$ cat config.mk
export PLATFORM = sky130hd
export DESIGN_NAME = keys_debounce
export DESIGN_NICKNAME = d
export VERILOG_FILES = /design/src/rtl/board_pkg.sv /design/src/rtl/key_debounce_cell.sv /design/src/rtl/keys_debounce.sv
export SDC_FILE = /design/constraint.sdc
export NUM_CORES = 1
export LEC_CHECK = 0
export CAP_MARGIN = 10
export CORE_MARGIN = 1
export CORE_UTILIZATION = 55
export CTS_CLUSTER_DIAMETER = 100
export DETAILED_ROUTE_END_ITERATION = 10
export GPL_ROUTABILITY_DRIVEN = 0
export PLACE_DENSITY_LB_ADDON = 0.08
export SLEW_MARGIN = 20
export SYNTH_ARGS = -nofsm -noshare
export SYNTH_HDL_FRONTEND = slang
export SYNTH_HIERARCHICAL = 1
export SYNTH_SLANG_ARGS = --single-unit
$ cat constraint.sdc
create_clock -name clk_i -period 2.8 [get_ports clk_i]
set_clock_uncertainty 0.2 [all_clocks]
set_input_delay 0.56 -clock clk_i [delete_from_list [all_inputs] [get_ports clk_i]]
set_output_delay 0.56 -clock clk_i [all_outputs]
set_load 0.005 [all_outputs]
$ cat src/rtl/board_pkg.sv
// Board-level key configuration shared by the key input path.
// Holds key count, debounce/autorepeat timing and the repeat FSM encoding.
package board_pkg;

    localparam int KEYS_W               = 4;
    localparam int KEY_DEBOUNCE_MS      = 10;
    localparam int KEY_REPEAT_DELAY_MS  = 400;
    localparam int KEY_REPEAT_PERIOD_MS = 100;

    typedef enum logic {
        RPT_WAIT_DELAY = 1'b0,
        RPT_REPEATING  = 1'b1
    } rpt_state_e;

    function automatic int ms_to_cycles(input int clk_hz, input int ms);
        return (clk_hz / 1000) * ms;
    endfunction

    function automatic int max_int(input int a, input int b);
        return (a > b) ? a : b;
    endfunction

endpackage

$ cat src/rtl/key_debounce_cell.sv
// Single-key synchronizer, debouncer and edge pulse generator.
// Optional autorepeat is enabled by KEYS_AUTOREPEAT_EN.
module key_debounce_cell
    import board_pkg::*;
#(
    parameter int DEB_CYCLES        = 4
`ifdef KEYS_AUTOREPEAT_EN
    ,
    parameter int RPT_DELAY_CYCLES  = 10,
    parameter int RPT_PERIOD_CYCLES = 3
`endif
) (
    input  logic clk_i,
    input  logic rst_i,
    input  logic key_i,
    output logic key_o,
    output logic press_o,
    output logic release_o
);

    localparam int CNT_W = max_int($clog2(DEB_CYCLES + 1), 1);
    localparam logic [CNT_W-1:0] CNT_LAST = CNT_W'(DEB_CYCLES - 1);

    logic [1:0]       sync_q;
    logic [CNT_W-1:0] cnt_q;
    logic             mismatch;
    logic             flip;
    logic             rise;
    logic             fall;

    assign mismatch = sync_q[1] ^ key_o;
    assign flip     = mismatch && (cnt_q == CNT_LAST);
    assign rise     = flip && !key_o;
    assign fall     = flip && key_o;

    // Counter clears on any agreement, so it can never wrap.
    always_ff @(posedge clk_i) begin
        if (rst_i) begin
            sync_q    <= 2'b00;
            cnt_q     <= '0;
            key_o     <= 1'b0;
            release_o <= 1'b0;
        end else begin
            sync_q    <= {sync_q[0], key_i};
            cnt_q     <= (!mismatch || flip) ? '0 : cnt_q + 1'b1;
            key_o     <= flip ? ~key_o : key_o;
            release_o <= fall;
        end
    end

`ifdef KEYS_AUTOREPEAT_EN
    localparam int RPT_MAX = max_int(RPT_DELAY_CYCLES, RPT_PERIOD_CYCLES);
    localparam int RW      = max_int($clog2(RPT_MAX + 1), 1);
    localparam logic [RW-1:0] DELAY_LAST  = RW'(RPT_DELAY_CYCLES - 1);
    localparam logic [RW-1:0] PERIOD_LAST = RW'(RPT_PERIOD_CYCLES - 1);

    rpt_state_e    rpt_state_q;
    logic [RW-1:0] rpt_cnt_q;
    logic [RW-1:0] rpt_last;

    assign rpt_last = (rpt_state_q == RPT_WAIT_DELAY) ? DELAY_LAST
                                                      : PERIOD_LAST;

    // Repeat timer runs only while the accepted level is held high.
    always_ff @(posedge clk_i) begin
        if (rst_i) begin
            rpt_state_q <= RPT_WAIT_DELAY;
            rpt_cnt_q   <= '0;
            press_o     <= 1'b0;
        end else begin
            press_o <= rise;
            if (!key_o || fall) begin
                rpt_state_q <= RPT_WAIT_DELAY;
                rpt_cnt_q   <= '0;
            end else if (rpt_cnt_q == rpt_last) begin
                rpt_state_q <= RPT_REPEATING;
                rpt_cnt_q   <= '0;
                press_o     <= 1'b1;
            end else begin
                rpt_cnt_q <= rpt_cnt_q + 1'b1;
            end
        end
    end
`else
    always_ff @(posedge clk_i) begin
        if (rst_i) begin
            press_o <= 1'b0;
        end else begin
            press_o <= rise;
        end
    end
`endif

endmodule

$ cat src/rtl/keys_debounce.sv
// Per-key debouncer array between board key inversion and game_top.
// Autorepeat on press_o is enabled by defining KEYS_AUTOREPEAT_EN.
module keys_debounce #(
    parameter int KEYS_W           = board_pkg::KEYS_W,
    parameter int CLK_HZ           = 25_200_000,
    parameter int DEBOUNCE_MS      = board_pkg::KEY_DEBOUNCE_MS,
    parameter int REPEAT_DELAY_MS  = board_pkg::KEY_REPEAT_DELAY_MS,
    parameter int REPEAT_PERIOD_MS = board_pkg::KEY_REPEAT_PERIOD_MS
) (
    input  logic              clk_i,
    input  logic              rst_i,
    input  logic [KEYS_W-1:0] keys_i,
    output logic [KEYS_W-1:0] keys_o,
    output logic [KEYS_W-1:0] press_o,
    output logic [KEYS_W-1:0] release_o
);
    import board_pkg::*;

    localparam int DEB_CYCLES = ms_to_cycles(CLK_HZ, DEBOUNCE_MS);
    localparam int RPT_DELAY  = ms_to_cycles(CLK_HZ, REPEAT_DELAY_MS);
    localparam int RPT_PERIOD = ms_to_cycles(CLK_HZ, REPEAT_PERIOD_MS);

    if (DEB_CYCLES < 1 || RPT_DELAY < 1 || RPT_PERIOD < 1) begin : g_bad_cfg
        $error("keys_debounce: timing parameters must give >= 1 cycle");
    end

    for (genvar i = 0; i < KEYS_W; i++) begin : g_key
        key_debounce_cell #(
            .DEB_CYCLES       (DEB_CYCLES)
`ifdef KEYS_AUTOREPEAT_EN
            ,
            .RPT_DELAY_CYCLES (RPT_DELAY),
            .RPT_PERIOD_CYCLES(RPT_PERIOD)
`endif
        ) u_cell (
            .clk_i    (clk_i),
            .rst_i    (rst_i),
            .key_i    (keys_i[i]),
            .key_o    (keys_o[i]),
            .press_o  (press_o[i]),
            .release_o(release_o[i])
        );
    end

endmodule

==> run_results.csv, run 1 <==
group,metric,value,unit
run_status,outcome,"completed",
critical_path,critPathMaxFanout,17,
detailed_routing,vias,3016,
floorplan,die_w,88.3,µm
final_layout,n_antenna_cell,0,
detailed_routing,wl_per_cell,13.1,µm
global_routing,grt_max_degree,25,
power_and_ir_drop,vdd_drop_max,0.306,mV
detailed_routing,drc_errors,0,
final_layout,multiInputGateArea,2180,µm²
logic_synthesis,ys_types,29,
detailed_routing,drt_iter0_drc,69,
critical_path,path_buf_inv,0,
detailed_routing,wirelength,7190,µm
sta,period_minus_slack,2320,ps
critical_path,critical_path.cell_chain,"or4b_1 -> or4_4 -> o21ai_4 -> nor2_1",
final_layout,drive_gt1_share,9.09,%
detailed_routing,viasPerCell,5.48,
critical_path,required,2820,ps
logic_synthesis,synth_nets,438,
sta,tightest_slew,465,ps
global_routing,grt_usage,20.3,%
critical_path,end_kind,"register",
global_routing,first_global_vias,2672,
floorplan,core_area,7210,µm²
power_and_ir_drop,p_leak,0.00128,µW
logic_synthesis,netlist_top_cells_area,"dfxtp_1 45%, xnor2_1 7.7%, nor2_1 6.6%, xor2_1 6.0%, nand4_1 4.9%",
cts,cts.sinks,92,
critical_path,r2r_cells,4,
min_path,hp-class,"register to register",
sta,finalSetupTns,0,ps
floorplan,start_util,56.8,%
sta,post-route-period-util,82.7,%
logic_synthesis,yosys.area.top_type,"dfxtp_1",
cts,clockBufferDepth,2,
sta,maxSlewViolCount,0,
logic_synthesis,syn_area_per_cell,9.58,µm²
logic_synthesis,async_flop_share,0,%
floorplan,rows,31,
logic_synthesis,ys_seq_elements,92,
sta,setup_ws,484,ps
cts,ctsResizeCount,0,
final_layout,utilization,62.7,%
global_routing,grt_overflow,0,
critical_path,cp.depth,4,
cts,path_clk_slew,80,ps
critical_path,crit_family,"simple AND/OR/NAND/NOR gates",
final_layout,nets,459,
logic_synthesis,synth_commonest_cells,"92 x dfxtp_1, 72 x nor2_1, 36 x xnor2_1, 32 x nand4_1",
sta,hold_viol,0,
cts,cts_setup_buffers,0,
cts,cts_tree,"yes",
final_layout,seq_area,1840,µm²
global_routing,grt_antenna_before_repair,0,
logic_synthesis,syn_inst,428,
sta,rsz0062_at_grt,"no",
detailed_routing,dr.pass1.iters,4,
logic_synthesis,yosysWarnings,6,
floorplan,dieArea,7800,µm²
critical_path,criticalPathCategory,"register to register",
critical_path,max_stage_delay,570,ps
cts,cts_buffers,9,
place,portBuffers,17,
power_and_ir_drop,power_density,486,nW/µm²
logic_synthesis,yosysMostFrequentCell,"dfxtp_1",
global_routing,grt_pass1_wl,12500,µm
detailed_routing,ant_nets,0,
final_layout,nFillCells,650,
run,drv_cap,0,
sta,fmax,0.432,GHz
place,hpwl,4820,µm
logic_synthesis,syn_area,4100,µm²
cts,insertion_delay,340,ps
final_layout,area_growth,10.4,%
cts,htreeDepth,3,
place,pre_cts_ws,485,ps
sta,max_slew_margin,68.9,%
critical_path,cp_slowest_cell,"or4_4",
floorplan,ios,18,
cts,clockRootBuffer,"clkbuf_8",
logic_synthesis,synth_edf_count,0,
critical_path,startpoint_type,"register",
min_path,hold_depth,1,
critical_path,critPathArrivalTime,2330,ps
cts,cts_hold_buf,0,
logic_synthesis,synth_ff_type,"dfxtp_1",
floorplan,die_y,88.3,µm
sta,finalSetupViolCount,0,
logic_synthesis,seq_area_frac_synth,44.9,%
logic_synthesis,netlist.area_leader.share,44.9,%
## stage by stage
step / std cells / hold slack, ps / instance area, µm² / total power, µW
2_1_floorplan: 428 / 214 / 4100 / 1370
3_3_place_gp: 537 / 217 / 4350 / 1390
3_5_place_dp: 537 / 223 / 4350 / 1390
4_1_cts: 550 / 249 / 4530 / 2240
5_1_grt: 550 / 264 / 4530 / 2290
6_report: 550 / 244 / 4530 / 2200
## where the power goes
| part | switching [µW] | total [µW] | internal (µW) |
|---|---|---|---|
| sequential | 5.97 | 1320 | 1310 |
| combinational | 20.8 | 37.4 | 16.6 |
| clock | 420 | 843 | 423 |
## kinds of logic (layout without fill, tap and decap cells)
group | count (synthesis) | after routing | synth area share (%)
simple gates | 236 | 236 | 34.3
flops | 92 | 92 | 44.9
xor+xnor | 64 | 64 | 13.7
compound gates | 20 | 20 | 3.91
buf+inv | 12 | 35 | 1.95
fa+ha+maj | 4 | 4 | 1.22
## flip-flops by register name, summed over array words and instances, names as in the netlist
| register | count |
|---|---|
| g_key.u_cell/release_o | 4 |
| g_key.u_cell/sync_q | 8 |
| g_key.u_cell/cnt_q | 72 |
| g_key.u_cell/key_o | 4 |
| g_key.u_cell/press_o | 4 |
## worst paths after layout
kind / start / end / slack (ps)
worst max-delay path: g_key[3].u_cell/cnt_q[6] / g_key[3].u_cell/cnt_q[3] / 480
worst min-delay path: g_key[3].u_cell/sync_q[0] / g_key[3].u_cell/sync_q[1] / 240
worst max register to register: g_key[3].u_cell/cnt_q[6] / g_key[3].u_cell/cnt_q[3] / 480
worst min register to register: g_key[3].u_cell/sync_q[0] / g_key[3].u_cell/sync_q[1] / 240
## layout by cell type, fill, tap and decap left out, types with 8 or more instances in the layout
cell	n
nor2b_1	8
dfxtp_1	92
and4_1	8
nand3_1	28
or4b_1	8
nand4_1	32
nor3_1	8
a21oi_1	8
nand2_1	20
nor2_1	72
xor2_1	28
clkdlybuf4s50_1	17
clkbuf_8	10
xnor2_1	36
nor4_1	16
## cell type report
type,count,share of cell area [%]
Clock inverter,2,0.829
Inverter,4,0.332
Clock buffer,11,3.12
Timing Repair Buffer,18,4.20
Sequential cell,92,40.7
Tap cell,99,2.74
Multi-Input combinational cell,324,48.1
## metal layers
layer,global-route usage (%),routed length (µm),vias to the layer above,share of wire (%)
met1,28.4,3700,1388,51
met2,30.2,3180,46,44
met4,6.01,57,0,0.79
met3,5.97,250,6,3.5
li1,-,-,1576,-
met5,0,0,-,0
Power figures use the tool's default switching activity.
==> run 2: changes to the inputs <==
- clock period: 2.8 -> 2.2 ns (I/O delays scaled with it)
==> run_results.csv, run 2 (same netlist as run 1, synthesis figures left out) <==
group,metric,value,unit
run_status,outcome,"completed",
detailed_routing,dr.pass1.iters,4,
cts,cts_hold_buf,0,
floorplan,start_util,56.8,%
power_and_ir_drop,clockPowerShare,38.1,%
power_and_ir_drop,vdd_drop_max,0.335,mV
detailed_routing,ant_nets,0,
final_layout,area_growth,18.7,%
detailed_routing,wl_per_cell,13.2,µm
cts,htreeDepth,3,
detailed_routing,viasPerCell,5.47,
sta,maxSlewViolCount,0,
power_and_ir_drop,pwr-share-seq,59.8,%
global_routing,first_global_vias,2867,
sta,hold_viol,0,
power_and_ir_drop,sw_frac_of_total,21.1,%
place,hpwl,5520,µm
floorplan,die_w,88.3,µm
global_routing,grt_overflow,0,
critical_path,ff2ff_setup_slack,7,ps
cts,cts_tree,"yes",
floorplan,dieArea,7800,µm²
final_layout,n_antenna_cell,0,
place,portBuffers,17,
critical_path,critical_path.cell_chain,"or4b_4 -> or4_4 -> or2_4 -> nor4b_4",
min_path,hp-class,"register to register",
power_and_ir_drop,combPwrFrac,2.1,%
critical_path,required,2270,ps
final_layout,layout_commonest_cell,"dfxtp_1",
critical_path,criticalPathCategory,"register to register",
global_routing,grt_pass1_wl,13000,µm
run,drv_cap,0,
global_routing,grt_max_degree,25,
critical_path,critPathArrivalTime,2270,ps
final_layout,top_regs,"g_key.u_cell/cnt_q (72), g_key.u_cell/sync_q (8)",
detailed_routing,drt_iter0_drc,129,
critical_path,cp_slowest_cell,"or4_4",
sta,period_minus_slack,2190,ps
sta,holdWs,245,ps
sta,max_slew_margin,76.2,%
sta,rsz0062_at_grt,"yes",
cts,clockBufferDepth,2,
sta,post-route-period-util,99.7,%
cts,clockRootBuffer,"clkbuf_8",
critical_path,path_buf_inv,0,
cts,path_clk_slew,90,ps
cts,insertion_delay,350,ps
final_layout,nets,495,
floorplan,ios,18,
critical_path,startpoint_type,"register",
power_and_ir_drop,power_density,577,nW/µm²
sta,fmax,0.456,GHz
power_and_ir_drop,internal_power,2220,µW
critical_path,end_kind,"register",
floorplan,rows,31,
global_routing,grt_usage,21.5,%
cts,cts.sinks,92,
floorplan,core_area,7210,µm²
detailed_routing,drc_errors,0,
floorplan,die_y,88.3,µm
power_and_ir_drop,p_switching,592,µW
sta,finalSetupTns,0,ps
critical_path,crit_family,"simple AND/OR/NAND/NOR gates",
detailed_routing,wirelength,7750,µm
final_layout,final_cell_mix,"90 x dfxtp_1, 72 x nor2_1, 36 x xnor2_1",
detailed_routing,vias,3215,
cts,cts_buffers,9,
global_routing,grt_antenna_before_repair,0,
final_layout,largest_reg_flops,72,
critical_path,critPathMaxFanout,4,
final_layout,utilization,67.4,%
sta,tightest_slew,353,ps
sta,finalSetupViolCount,0,
critical_path,max_stage_delay,570,ps
power_and_ir_drop,p_leak,0.00149,µW
final_layout,regMostFlops,"g_key.u_cell/cnt_q",
final_layout,drive_gt1_share,17.8,%
-- run 2: cell count changes in the layout (fill, tap and decap cells not counted), sizes merged --
cell / before / now
clkinv: 0 / 4
clkbuf: 11 / 10
buf: 1 / 37
clkinvlp: 1 / 0
-- run 2: cell type report --
| cell class | instances | area [µm²] |
|---|---|---|
| sequential | 92 | 1840 |
| timing repair buffer | 54 | 498 |
| multi-input combinational | 324 | 2200 |
| fill | 595 | 2350 |
| tap | 99 | 124 |
| clock inverter | 5 | 53.8 |
| clock buffer | 10 | 128 |
| inverter | 4 | 15.0 |
-- run 2: repair_timing --
action                                  4_1_cts  5_1_grt
setup buffers                                 0        1
pin swaps                                     0        5
resized for setup                             1        7
endpoints found under the setup margin        1        8
-- run 2: power by group through the flow --
stage	sequential [µW]	combinational, µW	clock (µW)
global route	1680	64.0	1180
finish	1680	58.8	1070
global placement	1720	57.6	0
floorplan	1720	25.4	0
CTS	1680	58.6	1110
detailed placement	1720	58.4	0
-- run 2: worst paths after layout --
path / startpoint / to / cells after the start
min: g_key[3].u_cell/sync_q[0] / g_key[3].u_cell/sync_q[1] / 1
max reg2reg: g_key[2].u_cell/cnt_q[13] / g_key[2].u_cell/release_o / 4
max: g_key[2].u_cell/cnt_q[13] / g_key[2].u_cell/release_o / 4
min reg2reg: g_key[3].u_cell/sync_q[0] / g_key[3].u_cell/sync_q[1] / 1
-- run 2: layer usage --
layer  up-vias  part of all wire [%]  track usage [%]
met5         -                     0                0
met4         0                   1.2             6.01
met3        10                   4.6             6.53
met2        63                    46             33.6
met1      1492                    48             28.8
li1       1650                     -                -
-- run 2: metrics by stage --
step           power (µW)  cell area, µm²  setup slack [ps]  cells
6_report             2810            4870              7.15    588
5_1_grt              2930            4870             -28.1    588
4_1_cts              2850            4830              3.93    587
3_5_place_dp         1780            4650              25.5    572
3_3_place_gp         1780            4650              71.9    572
2_1_floorplan        1740            4100              78.5    428
==> run 3: changes to the inputs <==
- SYNTH_HIERARCHICAL: 1 -> unset
==> run_results.csv, run 3 <==
group,metric,value,unit
min_path,hp-class,"register to register",
cts,insertion_delay,360,ps
logic_synthesis,synth_ff_type,"dfxtp_1",
sta,holdWs,239,ps
logic_synthesis,synth.mux.area_fraction,1.00,%
detailed_routing,wl_per_cell,12.1,µm
sta,maxSlewViolCount,0,
global_routing,grt_antenna_before_repair,0,
floorplan,die_y,87.3,µm
cts,cts_buffers,9,
logic_synthesis,ys_types,40,
logic_synthesis,ys_seq_elements,92,
power_and_ir_drop,clockPowerShare,36.6,%
sta,fmax,0.485,GHz
logic_synthesis,yosysWarnings,0,
power_and_ir_drop,combPwrFrac,1.8,%
sta,post-route-period-util,93.7,%
sta,finalSetupTns,0,ps
logic_synthesis,synth-compound-area-share,2.94,%
cts,path_clk_slew,80,ps
sta,finalSetupViolCount,0,
final_layout,n_antenna_cell,0,
sta,tightest_slew,568,ps
detailed_routing,ant_nets,0,
critical_path,critPathArrivalTime,2110,ps
logic_synthesis,syn_area_per_cell,8.87,µm²
final_layout,nFillCells,624,
logic_synthesis,netlist_top_cells_area,"dfxtp_1 46%, xnor2_1 11%, nor2_1 7.3%, nand3_1 3.8%, nor4_1 3.3%",
power_and_ir_drop,p_leak,0.00132,µW
power_and_ir_drop,internal_power,2110,µW
critical_path,criticalPathCategory,"register to register",
power_and_ir_drop,power_density,604,nW/µm²
detailed_routing,vias,3081,
critical_path,critPathMaxFanout,18,
power_and_ir_drop,p_switching,611,µW
logic_synthesis,yosys.area_share.adder,1.25,%
logic_synthesis,seq_area_frac_synth,46.1,%
floorplan,core_area,6910,µm²
final_layout,final_cell_mix,"92 x dfxtp_1, 78 x nor2_1, 52 x xnor2_1",
power_and_ir_drop,total_power,2720,µW
global_routing,first_global_vias,2766,
sta,rsz0062_at_grt,"no",
final_layout,largest_reg_flops,72,
run_status,outcome,"completed",
final_layout,drive_gt1_share,8.66,%
sta,max_slew_margin,61.8,%
logic_synthesis,yosys.area_share.simple,30.7,%
floorplan,ios,18,
sta,hold_viol,0,
detailed_routing,drc_errors,0,
detailed_routing,wirelength,7040,µm
logic_synthesis,synthXorXnorAreaFrac,13.1,%
logic_synthesis,synth_nets,461,
cts,cts_tree,"yes",
detailed_routing,drt_iter0_drc,107,
detailed_routing,dr.pass1.iters,4,
final_layout,top_regs,"g_key.u_cell.cnt_q (72), g_key.u_cell.sync_q (8)",
place,placed_cells,565,
sta,setup_ws,138,ps
critical_path,required,2250,ps
final_layout,area_growth,12.7,%
cts,cts.sinks,92,
logic_synthesis,synth_edf_count,0,
logic_synthesis,netlist.area_leader.share,46.1,%
critical_path,startpoint_type,"register",
cts,cts_setup_buffers,0,
final_layout,regMostFlops,"g_key.u_cell.cnt_q",
logic_synthesis,yosys.area.top_type,"dfxtp_1",
logic_synthesis,synth_commonest_cells,"92 x dfxtp_1, 78 x nor2_1, 52 x xnor2_1, 30 x nand3_1, 22 x nor3_1",
logic_synthesis,syn_area,4000,µm²
floorplan,start_util,57.9,%
logic_synthesis,syn_inst,451,
logic_synthesis,async_flop_share,0,%
global_routing,grt_overflow,0,
place,hpwl,4990,µm
power_and_ir_drop,vdd_drop_max,0.315,mV
logic_synthesis,yosysMostFrequentCell,"dfxtp_1",
final_layout,layout_commonest_cell,"dfxtp_1",
sta,period_minus_slack,2060,ps
place,portBuffers,17,
cts,cts_hold_buf,0,
global_routing,grt_max_degree,23,
final_layout,nets,490,
cts,htreeDepth,3,
run,drv_cap,0,
floorplan,dieArea,7620,µm²
detailed_routing,viasPerCell,5.30,
logic_synthesis,synth_top_family_by_area,"simple AND/OR/NAND/NOR gates",
global_routing,grt_pass1_wl,12200,µm
power_and_ir_drop,pwr-share-seq,61.7,%
cts,clockRootBuffer,"clkbuf_8",
global_routing,grt_usage,20.4,%
place,pre_cts_ws,139,ps
cts,ctsResizeCount,0,
critical_path,end_kind,"register",
floorplan,rows,30,
final_layout,final_cells,581,
power_and_ir_drop,sw_frac_of_total,22.5,%
cts,clockBufferDepth,2,
floorplan,die_w,87.3,µm
run 3: path summary, 6_finish.rpt:
kind              slack [ps]                      start                         to  depth (start not counted)
setup / recovery         140   g_key[1].u_cell.cnt_q[9]   g_key[1].u_cell.cnt_q[9]                          5
hold / removal           240  g_key[3].u_cell.sync_q[0]  g_key[3].u_cell.sync_q[1]                          1
setup reg to reg         140   g_key[1].u_cell.cnt_q[9]   g_key[1].u_cell.cnt_q[9]                          5
hold reg to reg          240  g_key[3].u_cell.sync_q[0]  g_key[3].u_cell.sync_q[1]                          1
run 3: logic make-up after synthesis:
group,count (synthesis)
buffers and inverters,36
AOI/OAI and AO/OA,19
adders and majority gates,4
xor gates and xnor gates,60
DFF,92
and+or+nand+nor,236
muxes,4
run 3: layer usage:
layer	global-route usage [%]	vias to the layer above	share of wire, %
li1	-	1610	-
met1	26.7	1416	50
met4	9.24	0	1.8
met2	32.9	44	46
met3	3.41	11	2.5
met5	0	-	0
run 3: layout make-up:
type | instances | area, µm² | share of cell area [%]
Multi-Input combinational cell | 323 | 1960 | 43.5
Sequential cell | 92 | 1840 | 40.9
Timing Repair Buffer | 39 | 360 | 8.00
Clock buffer | 10 | 128 | 2.83
Tap cell | 96 | 120 | 2.67
Inverter | 15 | 56.3 | 1.25
Clock inverter | 6 | 40.0 | 0.888
run 3: critical path, cell delays in order, from the launching register on:
cell and delay (ps):
dfxtp_1 320, or4b_1 530, or4_4 550, o21ai_4 160
buf_12 160, nor2_1 50
run 3: through the flow:
| step | area (µm²) | utilization, % |
|---|---|---|
| floorplan | 4000 | - |
| global placement | 4340 | 62.8 |
| detailed placement | 4340 | 62.8 |
| CTS | 4510 | 65.3 |
| global route | 4510 | 65.3 |
| finish | 4510 | 65.3 |
run 3: power by group through the flow:
stage          Combinational [µW]  Sequential (µW)  Clock (µW)
6_report                     48.1             1680         995
4_1_cts                      48.8             1680        1020
3_3_place_gp                 48.2             1720           0
2_1_floorplan                27.1             1720           0
3_5_place_dp                 48.8             1720           0
5_1_grt                      53.3             1680        1110
